$ cat src/rtl/rr_onehot_arbiter.sv
// -----------------------------------------------------------------------------
// rr_onehot_arbiter
// Round-robin arbiter among N requesters. It issues a registered one-hot grant
// and a matching registered binary index, using a valid/ready handshake.
//
// Optional feature macro: RR_ARB_LOCK_EN
//   Defined   : on a transfer with lock=1 while the owner is still requesting,
//               the owner is re-granted and the pointer is held.
//   Undefined : the lock input is ignored.
//
// Parameters
//   N   number of requesters (N >= 2, need not be a power of two)
//   IW  index width, derived as $clog2(N) (do not override)
//
// Ports
//   clk        in   1   clock; all state changes on the rising edge
//   rstn       in   1   asynchronous active-low reset
//   req        in   N   per-requester request level
//   lock       in   1   burst ownership request (RR_ARB_LOCK_EN only)
//   gnt_oh     out  N   one-hot grant; zero while gnt_valid=0
//   gnt_idx    out  IW  binary index of gnt_oh; zero while gnt_valid=0
//   gnt_valid  out  1   grant presented downstream
//   gnt_ready  in   1   downstream accepts the grant this cycle
// -----------------------------------------------------------------------------
module rr_onehot_arbiter #(
    parameter int N  = 8,
    parameter int IW = $clog2(N)
) (
    input  logic          clk,
    input  logic          rstn,
    input  logic [N-1:0]  req,
    input  logic          lock,
    output logic [N-1:0]  gnt_oh,
    output logic [IW-1:0] gnt_idx,
    output logic          gnt_valid,
    input  logic          gnt_ready
);

    typedef enum logic {IDLE = 1'b0, GRANT = 1'b1} state_t;

    state_t        state, state_nxt;
    logic [IW-1:0] ptr, ptr_nxt;
    logic [IW-1:0] ptr_adv;
    logic [N-1:0]  oh_nxt;
    logic [IW-1:0] idx_nxt;
    logic [IW-1:0] win;

    // The first requester found when searching circularly from start.
    function automatic logic [IW-1:0] rr_pick(input logic [N-1:0] r,
                                              input logic [IW-1:0] start);
        logic [IW-1:0] pick;
        logic          found;
        int            pos;
        pick  = '0;
        found = 1'b0;
        for (int i = 0; i < N; i++) begin
            pos = int'(start) + i;
            if (pos >= N) pos = pos - N;
            if (!found && r[pos[IW-1:0]]) begin
                found = 1'b1;
                pick  = pos[IW-1:0];
            end
        end
        return pick;
    endfunction

    function automatic logic [N-1:0] to_onehot(input logic [IW-1:0] idx);
        return {{(N-1){1'b0}}, 1'b1} << idx;
    endfunction

    // The pointer wraps explicitly at N-1, so values >= N never occur for
    // non-power-of-two N.
    assign ptr_adv = (gnt_idx == IW'(N-1)) ? '0 : gnt_idx + 1'b1;

`ifndef RR_ARB_LOCK_EN
    logic unused_lock;
    assign unused_lock = lock;
`endif

    always_comb begin
        state_nxt = state;
        ptr_nxt   = ptr;
        oh_nxt    = gnt_oh;
        idx_nxt   = gnt_idx;
        win       = '0;
        case (state)
            IDLE: begin
                // The pointer does not move on IDLE->GRANT.
                if (|req) begin
                    win       = rr_pick(req, ptr);
                    state_nxt = GRANT;
                    idx_nxt   = win;
                    oh_nxt    = to_onehot(win);
                end
            end
            GRANT: begin
                // With gnt_ready=0 the committed grant is held regardless of req.
                if (gnt_ready) begin
`ifdef RR_ARB_LOCK_EN
                    if (lock && req[gnt_idx]) begin
                        // Burst ownership: hold the pointer and re-grant the owner.
                        ptr_nxt = ptr;
                    end else
`endif
                    begin
                        ptr_nxt = ptr_adv;
                        if (|req) begin
                            // Back-to-back grant, searched from the updated pointer.
                            win     = rr_pick(req, ptr_adv);
                            idx_nxt = win;
                            oh_nxt  = to_onehot(win);
                        end else begin
                            state_nxt = IDLE;
                            idx_nxt   = '0;
                            oh_nxt    = '0;
                        end
                    end
                end
            end
            default: begin
                state_nxt = IDLE;
                idx_nxt   = '0;
                oh_nxt    = '0;
            end
        endcase
    end

    // State and output registers.
    always_ff @(posedge clk or negedge rstn) begin
        if (!rstn) begin
            state   <= IDLE;
            ptr     <= '0;
            gnt_oh  <= '0;
            gnt_idx <= '0;
        end else begin
            state   <= state_nxt;
            ptr     <= ptr_nxt;
            gnt_oh  <= oh_nxt;
            gnt_idx <= idx_nxt;
        end
    end

    assign gnt_valid = (state == GRANT);

endmodule
$ cat config.mk
export PLATFORM = sky130hd
export DESIGN_NAME = rr_onehot_arbiter
export DESIGN_NICKNAME = d
export VERILOG_FILES = /design/src/rtl/rr_onehot_arbiter.sv
export SDC_FILE = /design/constraint.sdc
export NUM_CORES = 1
export LEC_CHECK = 0
export BUFFER_PORTS_ARGS = -buffer_cell sky130_fd_sc_hd__buf_4
export CORE_MARGIN = 1.5
export CORE_UTILIZATION = 45
export CTS_CLUSTER_SIZE = 25
export DETAILED_ROUTE_END_ITERATION = 12
export GPL_ROUTABILITY_DRIVEN = 0
export SYNTH_ARGS = -nofsm -noshare
export SYNTH_HDL_FRONTEND = slang
export SYNTH_SLANG_ARGS = --single-unit
$ cat constraint.sdc
create_clock -name clk -period 4.99 [get_ports clk]
set_clock_uncertainty 0.1 [all_clocks]
set_input_delay 0.7485 -clock clk [delete_from_list [all_inputs] [get_ports clk]]
set_output_delay 0.7485 -clock clk [all_outputs]
set_load 0.03 [all_outputs]
# == Word level (Yosys, flattened, before mapping) ==
# Cells that the tools add are included.
# W data, S select, Z words.
# word_totals
latch_bits,0
mem_bits_rw,0
n_memories,0
in_bits,12
register_bits,15
romBits,0
wordCells,274
# op_classes
reduce_logical,31
addsub,31
magnitude_cmp,32
bitwise_logic,1
n_eq_ne,3
n_mux,170
n_mul,0
shifts,2
n_div,0
# ops
operator,count
$mux W3,81
$mux W1,67
$lt A3 B4 Y1 const B,16
$ge A4 B4 Y1 const B,14
$bmux W1 S3,16
$sub A3 B1 Y3 const B,16
$add A3 B3 Y4 const B,8
$mux W8,3
$add A3 B2 Y4 const B,4
$pmux W8 S2,1
$shl A1 B3 Y8 const A,2
$logic_and A1 B1 Y1,14
$logic_not A1 Y1,14
$add A3 B1 Y4 const B,2
$ge A3 B4 Y1 const B,2
$reduce_or A8 Y1,1
$pmux W3 S2,1
$ne A2 B2 Y1 const B,2
$reduce_and A2 Y1,2
$add A3 B1 Y3 const B,1
$eq A3 B3 Y1 const B,1
$pmux W1 S2,1
$not A1 Y1,1

# == Logic depth before layout (Yosys ltp) ==
# Gate-level depths: netlist of run 1.
# depth
word_depth,59
mapped_depth,16
mapped_depth_nobuf,10

# == Worst setup path after synthesis of run 1 ==
# OpenSTA, ideal clock, no wires.
# synth_path
path_type,register to register
start,reg ptr[0]
end,reg gnt_oh[5]
setup_ps,68
path_stages_with_launch,17
slack_ps,1391
t_arrival_ps,3431
cell_sequence,dfrtp_1 buf_2 buf_6 buf_4 inv_1 ha_1 buf_2 buf_2 mux2_2 a22o_1 nor3_1 o21ai_1 o221a_1 or2_1 clkbuf_1 nor4b_1 a221o_1
# synth_via
elab_chain_cells,47
word_cells_on_any_way,111
classes_between,15 x add/sub; 8 x order compare; 1 x shift; 73 x mux; 14 x reduce/logical
# synth_lines
item,line_no,text
from (decl),42,"logic [IW-1:0] ptr, ptr_nxt;"
from (signal assigned),137,ptr <= ptr_nxt;
$ge A3 B4 Y1 or $sub A3 B1 Y3 (tied branches),58,if (pos >= N) pos = pos - N;
$mux W3,58,
$mux W3,89,if (|req) begin
$mux W3,86,case (state)
$bmux W1 S3,59,if (!found && r[pos[IW-1:0]]) begin
$mux W1 (not written as such),59,
$mux W1,59,
$mux W1,89,
[31 not listed],--,
$logic_not A1 Y1,59,
$logic_and A1 B1 Y1,59,
$mux W3 (*),59,
$mux W3 (*),89,
$mux W3 (*),86,
$shl A1 B3 Y8 (*),68,"return {{(N-1){1'b0}}, 1'b1} << idx;"
$mux W8 (*),89,
$pmux W8 S2 (*),86,
to (signal assigned),138,gnt_oh <= oh_nxt;
to (decl),33,"output logic [N-1:0] gnt_oh,"
# Every way passes the cells marked *; elsewhere a longest branch is shown, timed or not. The select of a mux whose other input is x is not followed.
# A chain may end at the register's enable or synchronous reset.

# == Worst setup path in the final report of run 1 ==
# layout_path
start,reg gnt_idx[0]
end,reg gnt_oh[5]
# layout_via
elab_chain_cells,59
word_cells_on_any_way,131
classes_between,16 x add/sub; 8 x order compare; 1 x eq/ne; 1 x shift; 91 x mux; 14 x reduce/logical
# layout_lines
item,line_no,text
from (decl),34,"output logic [IW-1:0] gnt_idx,"
from (signal assigned),139,gnt_idx <= idx_nxt;
$add A3 B1 Y3 or $eq A3 B3 Y1 (tied branches),73,assign ptr_adv = (gnt_idx == IW'(N-1)) ? '0 : gnt_idx + 1'b1;
$mux W3 (*),73,
net ptr_adv[2],43,logic [IW-1:0] ptr_adv;
$ge A3 B4 Y1 or $sub A3 B1 Y3 (tied branches),58,
$mux W3,58,
$mux W3,107,if (|req) begin
$mux W3,98,if (gnt_ready) begin
$mux W3,86,
[44 not listed],--,
$mux W3 (*),59,
$mux W3 (*),107,
$mux W3 (*),98,
$mux W3 (*),86,
$shl A1 B3 Y8 (*),68,
$mux W8 (*),107,
$mux W8 (*),98,
$pmux W8 S2 (*),86,
# The timed path passes the listed nets; every way through them passes the cells marked *. The select of a mux whose other input is x is not followed.

==> impl_metrics.py, run 1 <==
metrics = {
    "run_status": {
        "outcome": "completed",
    },
    "detailed_routing": {
        "drt_wl_total_mm": 7.127,
        "drtIter0Drc": 171,
        "route.vias.total": 2519,
        "route.detailed.wl_per_inst_um": 18.09,
        "initial_drt_pass_iterations": 4,
        "avgViaCountPerCell": 6.393,
        "route.antenna.remaining_nets": 0,
        "post-route-drc-count": 0,
    },
    "sta": {
        "fmax_ghz": 0.2385,
        "tns_ns": 0,
        "layout_min_cycle_time_ns": 4.193,
        "slew_headroom_pct": 36.33,
        "tightestPinTransition_ns": 0.9450,
        "count_of_final_max_slew_check_failures": 0,
        "final-hold-violation-count": 0,
        "final-setup-viol-count": 0,
        "unrepaired_setup_endpoints_after_global_routing": "false",
        "min_period_over_period_pct": 84.02,
    },
    "worst_setup_path": {
        "worstPathRequired_ns": 5.02,
        "path_common_cell": "sky130_fd_sc_hd__ha_1",
        "crit_type": "flop to flop",
        "path_max_fanout": 10,
        "setup.worst_path.start_class": "flop",
        "setup.worst_path.end_class": "flop",
        "crit_path_max_incr_delay_ns": 0.51,
        "cp.arrival_ns": 4.22,
        "timing.critical_path.cells": "ha_1, ha_1, buf_4, xor2_1, mux2i_1, o221ai_1, and2_1, a221oi_1, a31oi_1, and3_1, a221o_1",
        "crit_path_top_delay_cell": "sky130_fd_sc_hd__ha_1",
    },
    "logic_synthesis": {
        "synth_cell_types": 72,
        "netlist_top_cells_area": "sky130_fd_sc_hd__dfrtp_1 (14%), sky130_fd_sc_hd__mux4_2 (11%), sky130_fd_sc_hd__mux2_2 (9.1%), sky130_fd_sc_hd__mux2i_1 (8.5%), sky130_fd_sc_hd__nand2_1 (3.6%)",
        "synth.net_count": 334,
        "mappedNetlistArea_mm2": 0.002715,
        "synth.most_common_cell": "sky130_fd_sc_hd__nand2_1",
        "synth_async_sr_flop_share_pct": 100.0,
        "postSynthRegisterBits": 15,
        "synthesis.area_per_instance_um2": 8.565,
        "synth_top_area_share_pct": 13.82,
        "share_of_synthesized_area_occupied_by_flip_flops_and_latches_pct": 13.82,
        "synth_largest_area_cell": "sky130_fd_sc_hd__dfrtp_1",
        "netlist_instances": 317,
        "post_synth_most_frequent_cells": "sky130_fd_sc_hd__nand2_1 (26), sky130_fd_sc_hd__mux2i_1 (23), sky130_fd_sc_hd__mux2_2 (22)",
        "synthFlopType": "sky130_fd_sc_hd__dfrtp_1",
        "synth_enable_flop_cells": 0,
        "synth_warnings": 0,
    },
    "global_routing": {
        "first_global_vias": 2410,
        "grt_util_all_layers_pct": 23.34,
        "grt_first_pass_wirelength_mm": 12.22,
        "grt_max_degree": 25,
        "grt_overflow_total": 0,
        "antenna_found_initial": 0,
    },
    "cells_and_area": {
        "layout_cells_sized_above_1_pct": 24.14,
        "area.growth.synth_to_final_pct": 7.005,
        "post_route_cell_area_mm2": 0.002905,
        "design.final.nets": 337,
        "antennaDiodeCount": 0,
    },
    "clocking": {
        "ctsHoldBuffers": 0,
        "htreeDepth": 1,
        "cts.repair_timing.setup_buffer_count": 0,
        "clock_latency_ns": 0.25,
        "cts_made_buffers": 3,
        "clk_transition_reported_paths_ns": 0.06,
        "ctsResizeCount": 0,
        "tritoncts": "done",
        "clockBufferDepth": 2,
        "clockRootBuffer": "sky130_fd_sc_hd__clkbuf_8",
        "clkSinkCount": 15,
    },
    "placed_design": {
        "buffer_ports.inserted": 22,
        "place_area_mm2": 0.002860,
        "dpl.hpwl_mm": 5.253,
    },
    "worst_hold_path": {
        "hp-class": "input port to asynchronous set/reset pin",
    },
    "floorplanning": {
        "die-height_um": 80.68,
        "rows": 28,
        "die_width_um": 80.68,
        "num_io_pins": 24,
        "core_area_mm2": 0.005886,
        "floorplan.die_area_mm2": 0.006508,
        "starting_density_of_the_core_pct": 46.13,
    },
    "run": {
        "cap_viol_max_count": 0,
    },
}
[cell families after synthesis]
logic type / Yosys count / share of synthesized area, %
compound gates: 78 / 22.35
simple gates: 115 / 23.23
buf+inv: 38 / 6.682
fa+ha+maj: 5 / 2.304
xor+xnor: 5 / 1.890
flops: 15 / 13.82
mux: 61 / 29.72
[registers in the layout (all words and copies together), names as in the netlist]
name and count:
gnt_idx 3, gnt_oh 8, gnt_valid 1, ptr 3
[cell usage in the layout (no fill, tap or decap), types with 6 or more instances in the layout]
cell / n
sky130_fd_sc_hd__o21ai_0: 9
sky130_fd_sc_hd__nand2b_1: 9
sky130_fd_sc_hd__mux2i_1: 23
sky130_fd_sc_hd__mux4_2: 13
sky130_fd_sc_hd__o211ai_1: 6
sky130_fd_sc_hd__mux2_2: 22
sky130_fd_sc_hd__nor2_1: 21
sky130_fd_sc_hd__nand2_1: 26
sky130_fd_sc_hd__inv_1: 10
sky130_fd_sc_hd__and2_1: 6
sky130_fd_sc_hd__nand3_1: 8
sky130_fd_sc_hd__nor2b_1: 6
sky130_fd_sc_hd__buf_4: 26
sky130_fd_sc_hd__dfrtp_1: 15
[routing by layer]
metal	global-route usage, %	share of wire, %
met1	34.23	49
met2	38.24	47
met3	0.6818	3.0
met4	4.310	0.56
met5	0	0
[critical path, delay by kind of cell (launching register included)]
family | cells | cell delay [ns]
AO/OA/AOI/OAI | 4 | 1.22
adder cells (fa/ha/maj) | 2 | 0.79
AND/OR/NAND/NOR | 2 | 0.51
flip-flops | 1 | 0.48
multiplexers | 1 | 0.36
XOR/XNOR | 1 | 0.35
buffers and inverters | 1 | 0.25
[area by class of cell]
class	instances	area, um2
Multi-Input combinational cell	264	2158
Tap cell	75	93.84
Fill cell	573	2980
Sequential cell	15	375.4
Timing Repair Buffer	26	195.2
Inverter	10	37.54
Clock buffer	4	45.04
[stage by stage]
| step | utilization (%) | worst slack (ns) | hold WS, ns | instances |
|---|---|---|---|---|
| after floorplan | - | 1.391 | 0.3529 | 317 |
| after global placement | 48.60 | 0.9323 | 0.3792 | 390 |
| after detailed placement | 48.60 | 0.8668 | 0.3884 | 390 |
| after CTS | 49.36 | 0.8240 | 0.2502 | 394 |
| after global routing | 49.36 | 0.5016 | 0.2567 | 394 |
| final | 49.36 | 0.7973 | 0.2422 | 394 |
[path summary, 6_finish.rpt]
kind / cells past startpoint / start / end / slack, ns
min: 1 / rstn / gnt_oh[0] / 0.24
max: 11 / gnt_idx[0] / gnt_oh[5] / 0.80
min reg2reg: 2 / gnt_oh[4] / gnt_oh[4] / 0.39
max in group asynchronous: 1 / rstn / ptr[2] / 4.37
max reg2reg: 11 / gnt_idx[0] / gnt_oh[5] / 0.80
min in group clk: 2 / gnt_oh[4] / gnt_oh[4] / 0.39
Power of run 1 is left out: the tool's default activity adds up to more than one toggle a clock period on the data nets, which glitch-free logic cannot reach.
==> run 2: changes to the inputs <==
PLACE_DENSITY = 0.65   (was default)
clock period = 3.8 ns   (was 4.99 ns; I/O delays follow)
==> run 2 against run 1 <==
Routed wire length rose by 1.3%. Worst setup slack lost 0.56 ns. Critical path depth grew 1. Clock-buffer cell count unchanged. Utilization is 2.4 points higher. Maximum frequency up 18%. Sequential share of layout area shrank 0.59 points. Die area unchanged. Global-route usage barely moved. Register-to-register slack lost 0.56 ns.
==> impl_metrics.py, run 2 (synthesis gave the netlist of run 1 again) <==
metrics = {
    "floorplanning": {
        "die-height_um": 80.68,
        "rows": 28,
        "die_width_um": 80.68,
        "num_io_pins": 24,
        "core_area_mm2": 0.005886,
        "floorplan.die_area_mm2": 0.006508,
        "starting_density_of_the_core_pct": 46.13,
    },
    "cells_and_area": {
        "final-instance-count-excl-fill": 408,
        "design.final.nets": 351,
        "mostFrequentLayoutCell": "sky130_fd_sc_hd__buf_4",
        "fillerInstances": 566,
        "largest_registers": "gnt_oh (8), gnt_idx (3), ptr (3)",
        "area.growth.synth_to_final_pct": 12.12,
        "register_area_um2": 375.4,
        "top_register": "gnt_oh",
        "layout_cells_sized_above_1_pct": 28.53,
        "antennaDiodeCount": 0,
        "final_cell_mix": "sky130_fd_sc_hd__buf_4 (40), sky130_fd_sc_hd__nand2_1 (26), sky130_fd_sc_hd__mux2_2 (22), sky130_fd_sc_hd__mux2i_1 (22), sky130_fd_sc_hd__nor2_1 (21)",
        "area_occupied_by_multi_input_gates_mm2": 0.002192,
        "largest_register_ff_count": 8,
    },
    "clocking": {
        "clock_latency_ns": 0.25,
        "cts_made_buffers": 3,
        "htreeDepth": 1,
        "tritoncts": "done",
        "clkSinkCount": 15,
        "clockBufferDepth": 2,
        "ctsResizeCount": 0,
        "ctsHoldBuffers": 0,
        "clockRootBuffer": "sky130_fd_sc_hd__clkbuf_8",
        "cts.repair_timing.setup_buffer_count": 0,
        "clk_transition_reported_paths_ns": 0.06,
    },
    "detailed_routing": {
        "post-route-drc-count": 0,
        "drt_wl_total_mm": 7.222,
        "route.vias.total": 2608,
        "initial_drt_pass_iterations": 5,
        "avgViaCountPerCell": 6.392,
        "route.detailed.wl_per_inst_um": 17.70,
        "drtIter0Drc": 167,
        "route.antenna.remaining_nets": 0,
    },
    "worst_setup_path": {
        "cp.arrival_ns": 3.60,
        "worstPathRequired_ns": 3.84,
        "r2r_start": "gnt_idx[0]",
        "path_max_fanout": 6,
        "crit_type": "flop to flop",
        "setup.worst_path.start_class": "flop",
        "crit_path_top_delay_cell": "sky130_fd_sc_hd__dfrtp_1",
        "crit_path_max_incr_delay_ns": 0.43,
        "setup.worst_path.end_class": "flop",
        "timing.critical_path.cells": "ha_1, ha_1, buf_4, buf_4, xnor2_4, mux2i_1, o221a_2, nor2_1, o311ai_0, a31oi_1, and3_1, a221o_1",
        "critical_path.top_delay_family": "compound AO/OA/AOI/OAI gates",
        "crit_start": "gnt_idx[0]",
        "cp.buffers_inverters": 2,
    },
    "sta": {
        "fmax_ghz": 0.2806,
        "min_period_over_period_pct": 93.78,
        "layout_min_cycle_time_ns": 3.564,
        "unrepaired_setup_endpoints_after_global_routing": "false",
        "setup_slack_ns": 0.2363,
        "hold-worst-slack_ns": 0.06199,
        "final-hold-violation-count": 0,
        "tightestPinTransition_ns": 0.4954,
        "final-setup-viol-count": 0,
        "count_of_final_max_slew_check_failures": 0,
        "tns_ns": 0,
        "slew_headroom_pct": 66.70,
    },
    "placed_design": {
        "pre_cts_ws_ns": 0.1954,
        "numPlacedInstances": 404,
        "buffer_ports.inserted": 22,
        "dpl.hpwl_mm": 5.414,
    },
    "run_status": {
        "outcome": "completed",
    },
    "global_routing": {
        "grt_first_pass_wirelength_mm": 11.87,
        "antenna_found_initial": 0,
        "first_global_vias": 2350,
        "grt_max_degree": 24,
        "grt_util_all_layers_pct": 23.31,
        "grt_overflow_total": 0,
    },
    "worst_hold_path": {
        "hp-class": "input port to asynchronous set/reset pin",
    },
    "run": {
        "cap_viol_max_count": 0,
    },
}
## run 2: layer usage
layer / share of wire (%) / track usage [%]
met1: 47 / 34.00
met5: 0 / 0
met4: 1.4 / 6.897
met2: 47 / 36.64
met3: 4.4 / 1.364
## run 2: layout make-up
cell class | count | share of cell area [%]
Multi-Input combinational cell | 264 | 72.01
Clock buffer | 4 | 1.480
Sequential cell | 15 | 12.33
Tap cell | 75 | 3.083
Timing Repair Buffer | 40 | 9.864
Inverter | 10 | 1.233
## run 2: worst register-to-register path, cell delays in order, from the launching register on
cell and delay (ns):
sky130_fd_sc_hd__dfrtp_1 0.43, sky130_fd_sc_hd__ha_1 0.26, sky130_fd_sc_hd__ha_1 0.36, sky130_fd_sc_hd__buf_4 0.19, sky130_fd_sc_hd__buf_4 0.17, sky130_fd_sc_hd__xnor2_4 0.23
sky130_fd_sc_hd__mux2i_1 0.27, sky130_fd_sc_hd__o221a_2 0.30, sky130_fd_sc_hd__nor2_1 0.07, sky130_fd_sc_hd__o311ai_0 0.28, sky130_fd_sc_hd__a31oi_1 0.23, sky130_fd_sc_hd__and3_1 0.25
sky130_fd_sc_hd__a221o_1 0.31
## run 2: worst paths after layout
| check | endpoint | slack, ns | depth (start not counted) |
|---|---|---|---|
| worst max-delay path | gnt_oh[5] | 0.24 | 12 |
| worst min register to register | gnt_oh[6] | 0.40 | 2 |
| worst max register to register | gnt_oh[5] | 0.24 | 12 |
| min in group clk | gnt_oh[6] | 0.40 | 2 |
| worst min-delay path | gnt_oh[3] | 0.06 | 1 |
| max in group asynchronous | gnt_idx[2] | 3.36 | 1 |
## run 2: stage by stage
| step | util [%] | instance area [um2] |
|---|---|---|
| after CTS | 51.15 | 3010 |
| final | 51.72 | 3044 |
| after global placement | 50.38 | 2965 |
| after detailed placement | 50.38 | 2965 |
| after floorplan | - | 2715 |
| after global routing | 51.72 | 3044 |
Power of run 2 is left out for the same reason.
